## config.mk

```make
export PLATFORM = sky130hd
export DESIGN_NAME = branch_resolve_unit
export DESIGN_NICKNAME = d
export VERILOG_FILES = /design/src/rtl/branch_resolve_unit.sv
export SDC_FILE = /design/constraint.sdc
export NUM_CORES = 1
export LEC_CHECK = 0
export BUFFER_PORTS_ARGS = -buffer_cell sky130_fd_sc_hd__buf_2
export CORE_ASPECT_RATIO = 0.5
export CORE_MARGIN = 2
export CORE_UTILIZATION = 50
export CTS_CLUSTER_SIZE = 24
export DETAILED_ROUTE_END_ITERATION = 7
export GPL_TIMING_DRIVEN = 0
export PLACE_DENSITY = 0.8
export SLEW_MARGIN = 20
export SYNTH_ARGS = -nofsm -noshare
export SYNTH_HDL_FRONTEND = slang
export SYNTH_SLANG_ARGS = --single-unit
```

## constraint.sdc

```tcl
create_clock -name clk -period 2.5 [get_ports clk]
set_clock_uncertainty 0.15 [all_clocks]
set_input_delay 0.375 -clock clk [delete_from_list [all_inputs] [get_ports clk]]
set_output_delay 0.375 -clock clk [all_outputs]
set_load 0.01 [all_outputs]
```

## src/rtl/branch_resolve_unit.sv

```systemverilog
// EX-stage branch resolver: holds Z/N flags, resolves BRZ/BRN/J, redirects PC and squashes younger instructions.
// Redirect one cycle after the branch is in EX; flush lasts FLUSH_DEPTH cycles, during which ex_valid is ignored.
module branch_resolve_unit #(
    parameter int FLUSH_DEPTH = 2,
    parameter int CNT_W       = 16
) (
    input  logic             clk,
    input  logic             rst_n,
    input  logic             ex_valid,
    input  logic             flag_we,
    input  logic             alu_z,
    input  logic             alu_n,
    input  logic [1:0]       br_op,
    input  logic [31:0]      br_target,
    output logic             z_flag,
    output logic             n_flag,
    output logic             redirect_valid,
    output logic [31:0]      redirect_pc,
    output logic             flush,
    output logic [CNT_W-1:0] br_count,
    output logic [CNT_W-1:0] taken_count
);

    typedef enum logic {IDLE, FLUSH} state_t;

    localparam logic [1:0] OP_NONE = 2'b00;
    localparam logic [1:0] OP_BRZ  = 2'b01;
    localparam logic [1:0] OP_BRN  = 2'b10;
    localparam logic [1:0] OP_J    = 2'b11;

    state_t           r_state, w_state_nxt;
    logic [3:0]       r_cnt, w_cnt_nxt;
    logic             r_z, r_n, r_redirect, r_flush;
    logic             w_redirect_nxt, w_flush_nxt;
    logic [31:0]      r_pc;
    logic [CNT_W-1:0] r_br_count, r_taken_count;
    logic             w_accept, w_taken;

    assign w_accept = ex_valid && (r_state == IDLE);

    // Conditions read the registered flags, i.e. the older instruction's result.
    always_comb begin
        w_taken = 1'b0;
        if (w_accept) begin
            case (br_op)
                OP_BRZ:  w_taken = r_z;
                OP_BRN:  w_taken = r_n;
                OP_J:    w_taken = 1'b1;
                default: w_taken = 1'b0;
            endcase
        end
    end

    always_comb begin
        w_state_nxt    = r_state;
        w_cnt_nxt      = r_cnt;
        w_redirect_nxt = 1'b0;
        w_flush_nxt    = r_flush;
        case (r_state)
            IDLE: begin
                w_flush_nxt = 1'b0;
                if (w_taken) begin
                    w_state_nxt    = FLUSH;
                    w_cnt_nxt      = 4'(FLUSH_DEPTH - 1);
                    w_redirect_nxt = 1'b1;
                    w_flush_nxt    = 1'b1;
                end
            end
            FLUSH: begin
                w_flush_nxt = 1'b1;
                if (r_cnt == 4'd0) begin
                    w_state_nxt = IDLE;
                    w_flush_nxt = 1'b0;
                end else begin
                    w_cnt_nxt = r_cnt - 4'd1;
                end
            end
            default: begin
                w_state_nxt = IDLE;
                w_flush_nxt = 1'b0;
            end
        endcase
    end

    always_ff @(posedge clk) begin
        if (!rst_n) begin
            r_state       <= IDLE;
            r_cnt         <= 4'd0;
            r_z           <= 1'b0;
            r_n           <= 1'b0;
            r_redirect    <= 1'b0;
            r_flush       <= 1'b0;
            r_pc          <= 32'd0;
            r_br_count    <= '0;
            r_taken_count <= '0;
        end else begin
            r_state    <= w_state_nxt;
            r_cnt      <= w_cnt_nxt;
            r_redirect <= w_redirect_nxt;
            r_flush    <= w_flush_nxt;
            if (w_accept && flag_we) begin
                r_z <= alu_z;
                r_n <= alu_n;
            end
            if (w_taken) begin
                r_pc <= br_target;
            end
            // Statistics saturate instead of wrapping.
            if (w_accept && (br_op != OP_NONE) && (r_br_count != '1)) begin
                r_br_count <= r_br_count + CNT_W'(1);
            end
            if (w_taken && (r_taken_count != '1)) begin
                r_taken_count <= r_taken_count + CNT_W'(1);
            end
        end
    end

    assign z_flag         = r_z;
    assign n_flag         = r_n;
    assign redirect_valid = r_redirect;
    assign redirect_pc    = r_pc;
    assign flush          = r_flush;
    assign br_count       = r_br_count;
    assign taken_count    = r_taken_count;

endmodule

```

Word level (Yosys, flattened, before mapping). Cells that the tools add are included.

Register bits after elaboration: 72. Bits of input ports: 40. Output and inout bits: 68. Logic and storage cells: 37.

$add $sub $neg: 3. Eq/ne operators: 7. Mux-type cells: 8. Bitwise gates (word level): 2. Reductions and logical operators: 9.

Operators by type and width (count): adder 16 x 1 -> 16 bit, second input constant (2); inequality test 16 bit, second input constant (2); 2-to-1 mux 4 bit (2); one-hot mux 4 bit (2 select lines) (1); logical AND 1 bit (5); equality test 2 bit, second input constant (2); zero test 4 bit (1); inequality test 2 bit, second input constant (2); subtractor 4 x 1 -> 4 bit, second input constant (1); 2-to-1 mux 1 bit (3); one-hot mux 1 bit (3 select lines) (1); equality test 2 x 1 -> 1 bit, second input constant (1); NOT 1 bit (2); one-hot mux 1 bit (2 select lines) (1); AND reduction 2 bit (1); nonzero test 2 bit (1); OR reduction 2 bit (1).

Longest topological paths before layout. Gate-level depths: netlist (run 1).

Depth in word-level cells: 5. Depth in mapped cells: 7. Depth with buffers taken out: 6.

Worst setup path after synthesis (run 1). Ideal clock, no wire load.

Path type: reg-to-reg. Start: reg r_br_count[0] (netlist: br_count[0]). End: reg r_br_count[10] (netlist: br_count[10]). Library setup time: 0.070 ns. Data arrival time: 1.909 ns. Required time: 2.280 ns. Slack: 0.371 ns. Cell stages (with the launch flop): 7. Buffers on the path: 1. Clock period less this slack: 2.129 ns. Path through: dfxtp_1 ha_1 nand4_1 or4_1 buf_2 or4_1 a21oi_1.

Word-level cells in the longest chain between the ends: 2. Elaborated cells between the ends (all ways): 3. Those cells by class: add/sub: 1; eq/ne: 1; reduce/logical: 1.

Ends and longest elaborated chain: from (decl) (RTL line 36) `logic [CNT_W-1:0] r_br_count, r_taken_count;`; from (signal assigned) (RTL line 110) `r_br_count <= r_br_count + CNT_W'(1);`; parallel branches: the longest is 2 deep, another holds adder 16 x 1 -> 16 bit.

Parallel ways; which one is timed is not known. A chain may end at the register's enable or synchronous reset.

Final worst setup path (run 1). Same ends and word-level chain as after synthesis.

==> summary.txt, run 1 <==
Run status
  • Run status: finished, final reports clean

Pwr
  • Static power due to leakage: 1.68 nW
  • Sequential cell fraction of total power: about two fifths
  • Net switching power: between 0.6 and 0.7 mW
  • Combinational Power Share: 6.9%
  • Proportion of power drawn by the clock network: approximately half
  • Cell Pwr Density: between 600 and 700 nW/um^2
  • Sw Share: 21.2%
  • Internal: roughly 2.3 mW
  • Maximum vdd drop: ~0.00047 V

Synthesis
  • Compound-Gate Fraction of Synth Area: 16.5%
  • Syn Nets: about 420
  • Synthesized area divided by synthesized cell count: 8.19 sq um
  • Distinct cell type count after synthesis: 43
  • Count of yosys warnings during synthesis: 0
  • Dominant combinational cell family by area after synthesis: simple AND/OR/NAND/NOR gates
  • Flops & latches, synth: a little over 70
  • Xor/xnor share of the synthesized area: 0.561%
  • Dominant synthesized flop cell: sky130_fd_sc_hd__dfxtp_1
  • Post-synthesis adder-cell area fraction: under 10%
  • EDFF count, synth: 0
  • Proportion of register bits with asynchronous set or reset after synthesis: 0%
  • Cell count after synthesis: around 380
  • Fraction of synthesized area in multiplexers: under 10%
  • Simple-gate share of the synthesized area: between 20 and 30%
  • Seq/Total Area, Yosys: 46.2%
  • Post-synthesis instance area: roughly 3100 sq um

CTS
  • Setup bufs post-CTS: 0
  • Reg clk slew, reported paths: 0.06 ns
  • Quantity of gates resized following cts: 0
  • Count of clock tree sinks: a little over 70
  • Clock tree from TritonCTS: yes
  • Number of buffers added by the clock tree synthesis step: 9
  • Max clock buf depth: 2
  • # hold bufs at CTS: 0
  • Clock latency on the worst-skew pair: roughly 0.34 ns
  • H-tree depth reported by CTS: 3
  • Clock root buffer master: sky130_fd_sc_hd__clkbuf_16

Place
  • HPWL after DPL: 5.40 mm
  • Global placement routability congestion: around 0.88
  • Number of cells in the design after placement: ~580
  • Number of buffers inserted by port buffering: 107

Worst hold path
  • Class of the tightest hold or removal check: in -> reg
  • Hold depth: 3

Route
  • Detailed-route wire length: between 7 and 8 mm
  • Wirelength per Cell: roughly 13 um
  • Number of vias in the routed layout: ~3100
  • Mean number of vias per cell: ~5.3
  • Antenna Nets Post-Route: 0
  • Drt first pass iters: 4
  • Iteration-0 DRC Markers: approximately 240
  • DRC violation count after routing: 0

Die
  • Total Die Area: 6930 sq um
  • DIE HEIGHT: between 50 and 60 um
  • Floorplan row count: 20
  • X dimension of the die: roughly 120 um
  • Initial core utilization: 51.5%
  • Ports placed on the boundary: between 100 and 150
  • Standard cell core area: between 6000 and 7000 sq um

Global route
  • Wire length of the first global-routing pass: 12.3 mm
  • Largest net degree at the start of global routing: 13
  • Global routing usage summed across all routing layers: between 20% and 30%
  • Vias in the first global route: between 2000 and 3000
  • Global-route congestion overflow total: 0
  • Number of antenna violations at the first check in global routing: 0

STA
  • Final count of hold timing violations: 0
  • Number of pins exceeding their max-slew limit in the final report: 0
  • Number of setup violations in the final report: 0
  • Aggregate negative setup slack: 0 ns
  • Transition time at the pin with the least slew margin: 0.771 ns
  • Achievable Freq: around 0.44 GHz
  • RSZ-0062 raised after global routing: no
  • Slew Limit Headroom: between 40% and 50%
  • Min cycle time layout: about 2.3 ns
  • Crit share post-route: 90.3%

Final layout
  • Non-filler cells in the finished layout: slightly below 600
  • Final #Nets: around 540
  • Area delta synth->final: 31.8%
  • Fraction of layout instances using a drive strength above 1: approximately a quarter
  • Antenna diode count: 0

Critical path
  • Highest cell delay on the worst timing path: between 0.4 and 0.5 ns
  • Most common cell on crit path: sky130_fd_sc_hd__or4_1
  • Arrival time at the worst endpoint: 2.37 ns
  • Cell count of the worst reg-to-reg path: 6
  • Critical path fanouts, max: 7
  • Critical path launch point type: flip-flop
  • Data required, critical path: around 2.6 ns
  • Crit path max-delay cell type: sky130_fd_sc_hd__or4_1
  • Critical Path End Type: flip-flop
  • Cells along the critical path: ha_1, nand4_1, or4_1, buf_2, or4_1, a21oi_1
  • WS Path Type: reg -> reg

Flow run
  • Maximum capacitance violations: 0
per-stage QoR:
step / worst slack, ns / hold WS (ns) / util [%] / total power [mW] / instance area [sq um]
after floorplan: 0.371 / 0.310 / - / 1.33 / 3120
after global routing: 0.0430 / 0.124 / 67.9 / 2.97 / 4110
after CTS: 0.227 / 0.115 / 67.9 / 2.89 / 4110
after detailed placement: 0.143 / 0.295 / 62.2 / 1.42 / 3770
after global placement: 0.131 / 0.289 / 62.2 / 1.42 / 3770
final: 0.243 / 0.122 / 67.9 / 2.87 / 4110
routing by layer:
metal / GRT usage, % / wire, um
met1: 29.5 / 3580
met2: 35.8 / 3360
met3: 8.82 / 555
met4: 7.65 / 48
met5: 0 / 0
power by group through the flow:
stage	clock network (mW)	registers, mW	logic (mW)
floorplan	0	1.23	0.0948
finish	1.47	1.20	0.198
CTS	1.49	1.20	0.200
global route	1.55	1.20	0.223
detailed placement	0	1.22	0.199
global placement	0	1.22	0.196
logic make-up (layout without fill, tap and decap cells):
kind of cell / count (synthesis) / in the layout
buffers and inverters: 30 / 153
DFF: 72 / 72
adders and majority gates: 3 / 3
and+or+nand+nor: 177 / 177
xor gates and xnor gates: 2 / 2
AOI/OAI and AO/OA: 87 / 87
muxes: 10 / 10
state kept, by name (all words and copies together), names as in the netlist:
signal	cells
br_count	16
flush	1
n_flag	1
r_cnt	4
redirect_pc	32
redirect_valid	1
taken_count	16
z_flag	1
synth_stat cells (2+ instances only):
master,n,area [sq um]
sky130_fd_sc_hd__o21ai_1,2,10.0
sky130_fd_sc_hd__xor2_1,2,17.5
sky130_fd_sc_hd__dfxtp_1,72,1440
sky130_fd_sc_hd__nand2b_1,10,62.6
sky130_fd_sc_hd__inv_1,8,30.0
sky130_fd_sc_hd__o21ai_0,5,25.0
sky130_fd_sc_hd__nand3_1,15,75.1
sky130_fd_sc_hd__clkbuf_1,14,52.6
sky130_fd_sc_hd__and4_1,4,35.0
sky130_fd_sc_hd__mux2i_1,10,100
sky130_fd_sc_hd__or4_1,14,105
sky130_fd_sc_hd__nor3_1,4,20.0
sky130_fd_sc_hd__ha_1,3,37.5
sky130_fd_sc_hd__buf_2,3,15.0
sky130_fd_sc_hd__a21oi_1,53,265
sky130_fd_sc_hd__nor4_1,13,81.3
sky130_fd_sc_hd__o311ai_0,2,17.5
sky130_fd_sc_hd__and3_1,2,12.5
sky130_fd_sc_hd__o31ai_1,14,105
sky130_fd_sc_hd__or2_2,2,12.5
sky130_fd_sc_hd__o21a_1,3,22.5
sky130_fd_sc_hd__or3_1,2,12.5
sky130_fd_sc_hd__buf_1,4,15.0
sky130_fd_sc_hd__nor2_1,7,26.3
sky130_fd_sc_hd__nand4_1,8,50.1
sky130_fd_sc_hd__nand2_1,88,330
critical path: cells and delay by family (launching register included):
family | cells | cell delay [ns]
compound gates | 1 | 0.15
fa+ha+maj | 1 | 0.25
buf+inv | 1 | 0.16
flops | 1 | 0.44
simple gates | 3 | 1.03
cells in the final DEF, fill, tap and decap left out, types with 2 or more instances in the layout:
master                      count
sky130_fd_sc_hd__buf_2        110
sky130_fd_sc_hd__nand2_1       88
sky130_fd_sc_hd__dfxtp_1       72
sky130_fd_sc_hd__a21oi_1       53
sky130_fd_sc_hd__clkbuf_1      15
sky130_fd_sc_hd__nand3_1       15
sky130_fd_sc_hd__o31ai_1       14
sky130_fd_sc_hd__or4_1         14
sky130_fd_sc_hd__nor4_1        13
sky130_fd_sc_hd__nand2b_1      10
sky130_fd_sc_hd__mux2i_1       10
sky130_fd_sc_hd__clkbuf_16      9
sky130_fd_sc_hd__inv_1          8
sky130_fd_sc_hd__nand4_1        8
sky130_fd_sc_hd__nor2_1         7
sky130_fd_sc_hd__o21ai_0        5
sky130_fd_sc_hd__and4_1         4
sky130_fd_sc_hd__nor3_1         4
sky130_fd_sc_hd__buf_1          4
sky130_fd_sc_hd__o21a_1         3
sky130_fd_sc_hd__ha_1           3
sky130_fd_sc_hd__bufinv_16      3
sky130_fd_sc_hd__o21ai_1        2
sky130_fd_sc_hd__or3_1          2
sky130_fd_sc_hd__or2_2          2
sky130_fd_sc_hd__and3_1         2
sky130_fd_sc_hd__o311ai_0       2
sky130_fd_sc_hd__xor2_1         2
path summary, 6_finish.rpt:
| check | start | slack (ns) | endpoint |
|---|---|---|---|
| setup / recovery | br_count[0] | 0.24 | br_count[10] |
| hold / removal | br_target[30] | 0.12 | redirect_pc[30] |
| setup reg to reg | br_count[0] | 0.24 | br_count[10] |
| hold reg to reg | redirect_pc[22] | 0.30 | redirect_pc[22] |
cell type report:
class	count	area, sq um
multi-input cells	279	1560
repair buffers	107	536
clock buffers	11	243
plain buffers	22	87.6
well taps	88	110
inverters	8	30.0
clock inverters	5	104
fillers	535	1940
flip-flops and latches	72	1440
Note: power is estimated with default switching activity, not from simulation.
==> run 2, diff against run 1 <==
GPL_ROUTABILITY_DRIVEN = 1   (was unset)
GPL_TIMING_DRIVEN = unset   (was 0)
==> run 2 against run 1 <==
Sequential power hardly changed. Utilization decreased by 0.87 points. Flip-flop and latch count is the same. Routed wire length fell by 3.9%. Largest power group unchanged. Highest routed layer unchanged.
==> summary.txt, run 2 (synthesis results as in run 1) <==
Run status
  • Run status: finished, final reports clean

Pwr
  • Maximum vdd drop: 0.000463 V (-1.8%)
  • Sw Share: 23.0% (+1.8 points)
  • Net switching power: 0.603 mW (-0.90%)
  • Internal: 2.02 mW (-11%)
  • Sequential cell fraction of total power: 45.7% (+3.9 points)
  • Combinational Power Share: 7.5% (+0.6 points)
  • Proportion of power drawn by the clock network: 46.7% (-4.6 points)
  • Static power due to leakage: 1.66 nW (-0.87%)
  • Power Total: 2.62 mW (-8.6%)
  • Cell Pwr Density: 645 nW/um^2 (-7.4%)

CTS
  • Clock tree from TritonCTS: yes
  • Number of buffers added by the clock tree synthesis step: 9 (unchanged)
  • Max clock buf depth: 2 (unchanged)
  • # hold bufs at CTS: 0 (unchanged)
  • H-tree depth reported by CTS: 3 (unchanged)
  • Reg clk slew, reported paths: 0.05 ns (about the same)
  • Count of clock tree sinks: 72 (unchanged)
  • Clock root buffer master: sky130_fd_sc_hd__clkbuf_16
  • Setup bufs post-CTS: 0 (unchanged)
  • Quantity of gates resized following cts: 0 (unchanged)
  • Clock latency on the worst-skew pair: 0.33 ns (about the same)

Critical path
  • Critical R2R Launch: br_count[0]
  • Arrival time at the worst endpoint: 2.39 ns (+0.02 ns)
  • Critical path launch point type: flip-flop
  • Source of the critical timing path: br_count[0]
  • Worst setup path end: br_count[10]
  • Critical path fanouts, max: 7 (unchanged)
  • Data required, critical path: 2.62 ns (about the same)
  • Cell count of the worst reg-to-reg path: 5 (-1)
  • Critical Path End Type: flip-flop
  • Slack of the worst reg-to-reg path: 0.23 ns (about the same)
  • WS Path Type: reg -> reg
  • Destination of the worst register-to-register timing path: br_count[10]

Global route
  • Met3 capacity usage during global routing: 8.92% (+0.10 points)
  • Global-route congestion overflow total: 0 (unchanged)
  • Vias in the first global route: 2635 (-0.72%)
  • Grt met2 use: 35.6% (-0.17 points)
  • Global routing usage summed across all routing layers: 22.1% (-0.84 points)
  • Number of antenna violations at the first check in global routing: 0 (unchanged)
  • Met1 usage: 26.8% (-2.7 points)
  • Largest net degree at the start of global routing: 48 (+35)
  • Wire length of the first global-routing pass: 11.9 mm (-3.3%)
  • Layer with the highest usage: met2

Die
  • Ports placed on the boundary: 108 (unchanged)
  • Initial core utilization: 51.5% (unchanged)
  • DIE HEIGHT: 59.9 um (unchanged)
  • Floorplan row count: 20 (unchanged)
  • Standard cell core area: 6060 sq um (unchanged)
  • X dimension of the die: 116 um (unchanged)
  • Total Die Area: 6930 sq um (unchanged)

Final layout
  • Most frequent standard cell in the layout excluding fill and tap cells: sky130_fd_sc_hd__buf_2
  • Fillers: 536 (+0.19%)
  • Final instance area: 4060 sq um (-1.3%)
  • Antenna diode count: 0 (unchanged)
  • Multi-input logic area: 1580 sq um (+1.1%)
  • Fraction of layout instances using a drive strength above 1: 28.4% (+2.0 points)
  • Register cell area after layout: 1440 sq um (unchanged)
  • Commonest cells after routing, fill and taps aside: sky130_fd_sc_hd__buf_2 (107), sky130_fd_sc_hd__nand2_1 (88), sky130_fd_sc_hd__dfxtp_1 (72)
  • Final #Nets: 530 (-2.2%)
  • Area delta synth->final: 30.1%
  • Number of flip-flops in the largest register: 32 (unchanged)

STA
  • Number of pins exceeding their max-slew limit in the final report: 0 (unchanged)
  • RSZ-0062 raised after global routing: no
  • WHS: 0.121 ns (-0.000248 ns)
  • Min cycle time layout: 2.27 ns (+0.0144 ns)
  • Number of setup violations in the final report: 0 (unchanged)
  • Final count of hold timing violations: 0 (unchanged)
  • Aggregate negative setup slack: 0 ns (unchanged)
  • Transition time at the pin with the least slew margin: 0.960 ns (+0.189 ns)
  • Achievable Freq: 0.440 GHz (-0.63%)
  • Crit share post-route: 90.9% (+0.57 points)
  • Slew Limit Headroom: 35.5% (-13 points)

Worst hold path
  • HP Start: br_target[11]
  • Class of the tightest hold or removal check: in -> reg
  • Hold depth: 3 (unchanged)

Place
  • HPWL after DPL: 4.72 mm (-13%)
  • Number of buffers inserted by port buffering: 107 (unchanged)
  • Global placement routability congestion: 0.809 (-8.2%)
  • Area of placed instances: 3780 sq um (+0.47%)

Flow run
  • Maximum capacitance violations: 0 (unchanged)

Route
  • Drt first pass iters: 4 (unchanged)
  • Iteration-0 DRC Markers: 186 (-23%)
  • DRC violation count after routing: 0 (unchanged)
  • Detailed-route wire length: 7.25 mm (-3.9%)
  • Antenna Nets Post-Route: 0 (unchanged)
  • Number of vias in the routed layout: 3088 (-0.87%)
  • Wirelength per Cell: 12.5 um (-1.6%)
  • Mean number of vias per cell: 5.34 (+1.5%)
==> run 2: cell type report <==
cell class              instances  area share (%)
multi-input cells             279            38.9
flip-flops and latches         72            35.5
repair buffers                117            15.3
clock buffers                  10            5.64
well taps                      88            2.71
clock inverters                 4            1.17
inverters                       8           0.739
==> run 2: how the worst min path moves through the flow <==
stage	endpoint	slack, ns
2_1_floorplan	r_cnt[1]	0.31
3_3_place_gp	redirect_pc[29]	0.29
3_5_place_dp	redirect_pc[0]	0.29
4_1_cts	redirect_pc[11]	0.11
5_1_grt	redirect_pc[1]	0.12
6_report	redirect_pc[11]	0.12
==> run 2: per-layer routing <==
metal	vias to the layer above	wire (um)
li1	1580	-
met4	0	99
met3	12	509
met1	1410	3360
met2	86	3270
met5	-	0
==> run 2: power groups by stage <==
| stage | clock network, mW | registers (mW) | logic, mW |
|---|---|---|---|
| detailed placement | 0 | 1.22 | 0.198 |
| CTS | 1.25 | 1.20 | 0.200 |
| floorplan | 0 | 1.23 | 0.0948 |
| finish | 1.22 | 1.20 | 0.198 |
| global route | 1.30 | 1.20 | 0.222 |
| global placement | 0 | 1.22 | 0.195 |
==> run 2: stage by stage <==
step	cells	setup slack (ns)	util, %
after floorplan	381	0.371	-
after detailed placement	564	0.201	62.5
final	578	0.229	67.1
after global placement	564	0.273	62.5
after global routing	578	0.0870	67.1
after CTS	578	0.248	67.1
==> run 2: critical path: stages, from the launching register on <==
cell                      delay [ns]
sky130_fd_sc_hd__dfxtp_1        0.42
sky130_fd_sc_hd__ha_1           0.25
sky130_fd_sc_hd__nand4_1        0.18
sky130_fd_sc_hd__or4_1          0.55
sky130_fd_sc_hd__or4_1          0.51
sky130_fd_sc_hd__a21oi_1        0.14
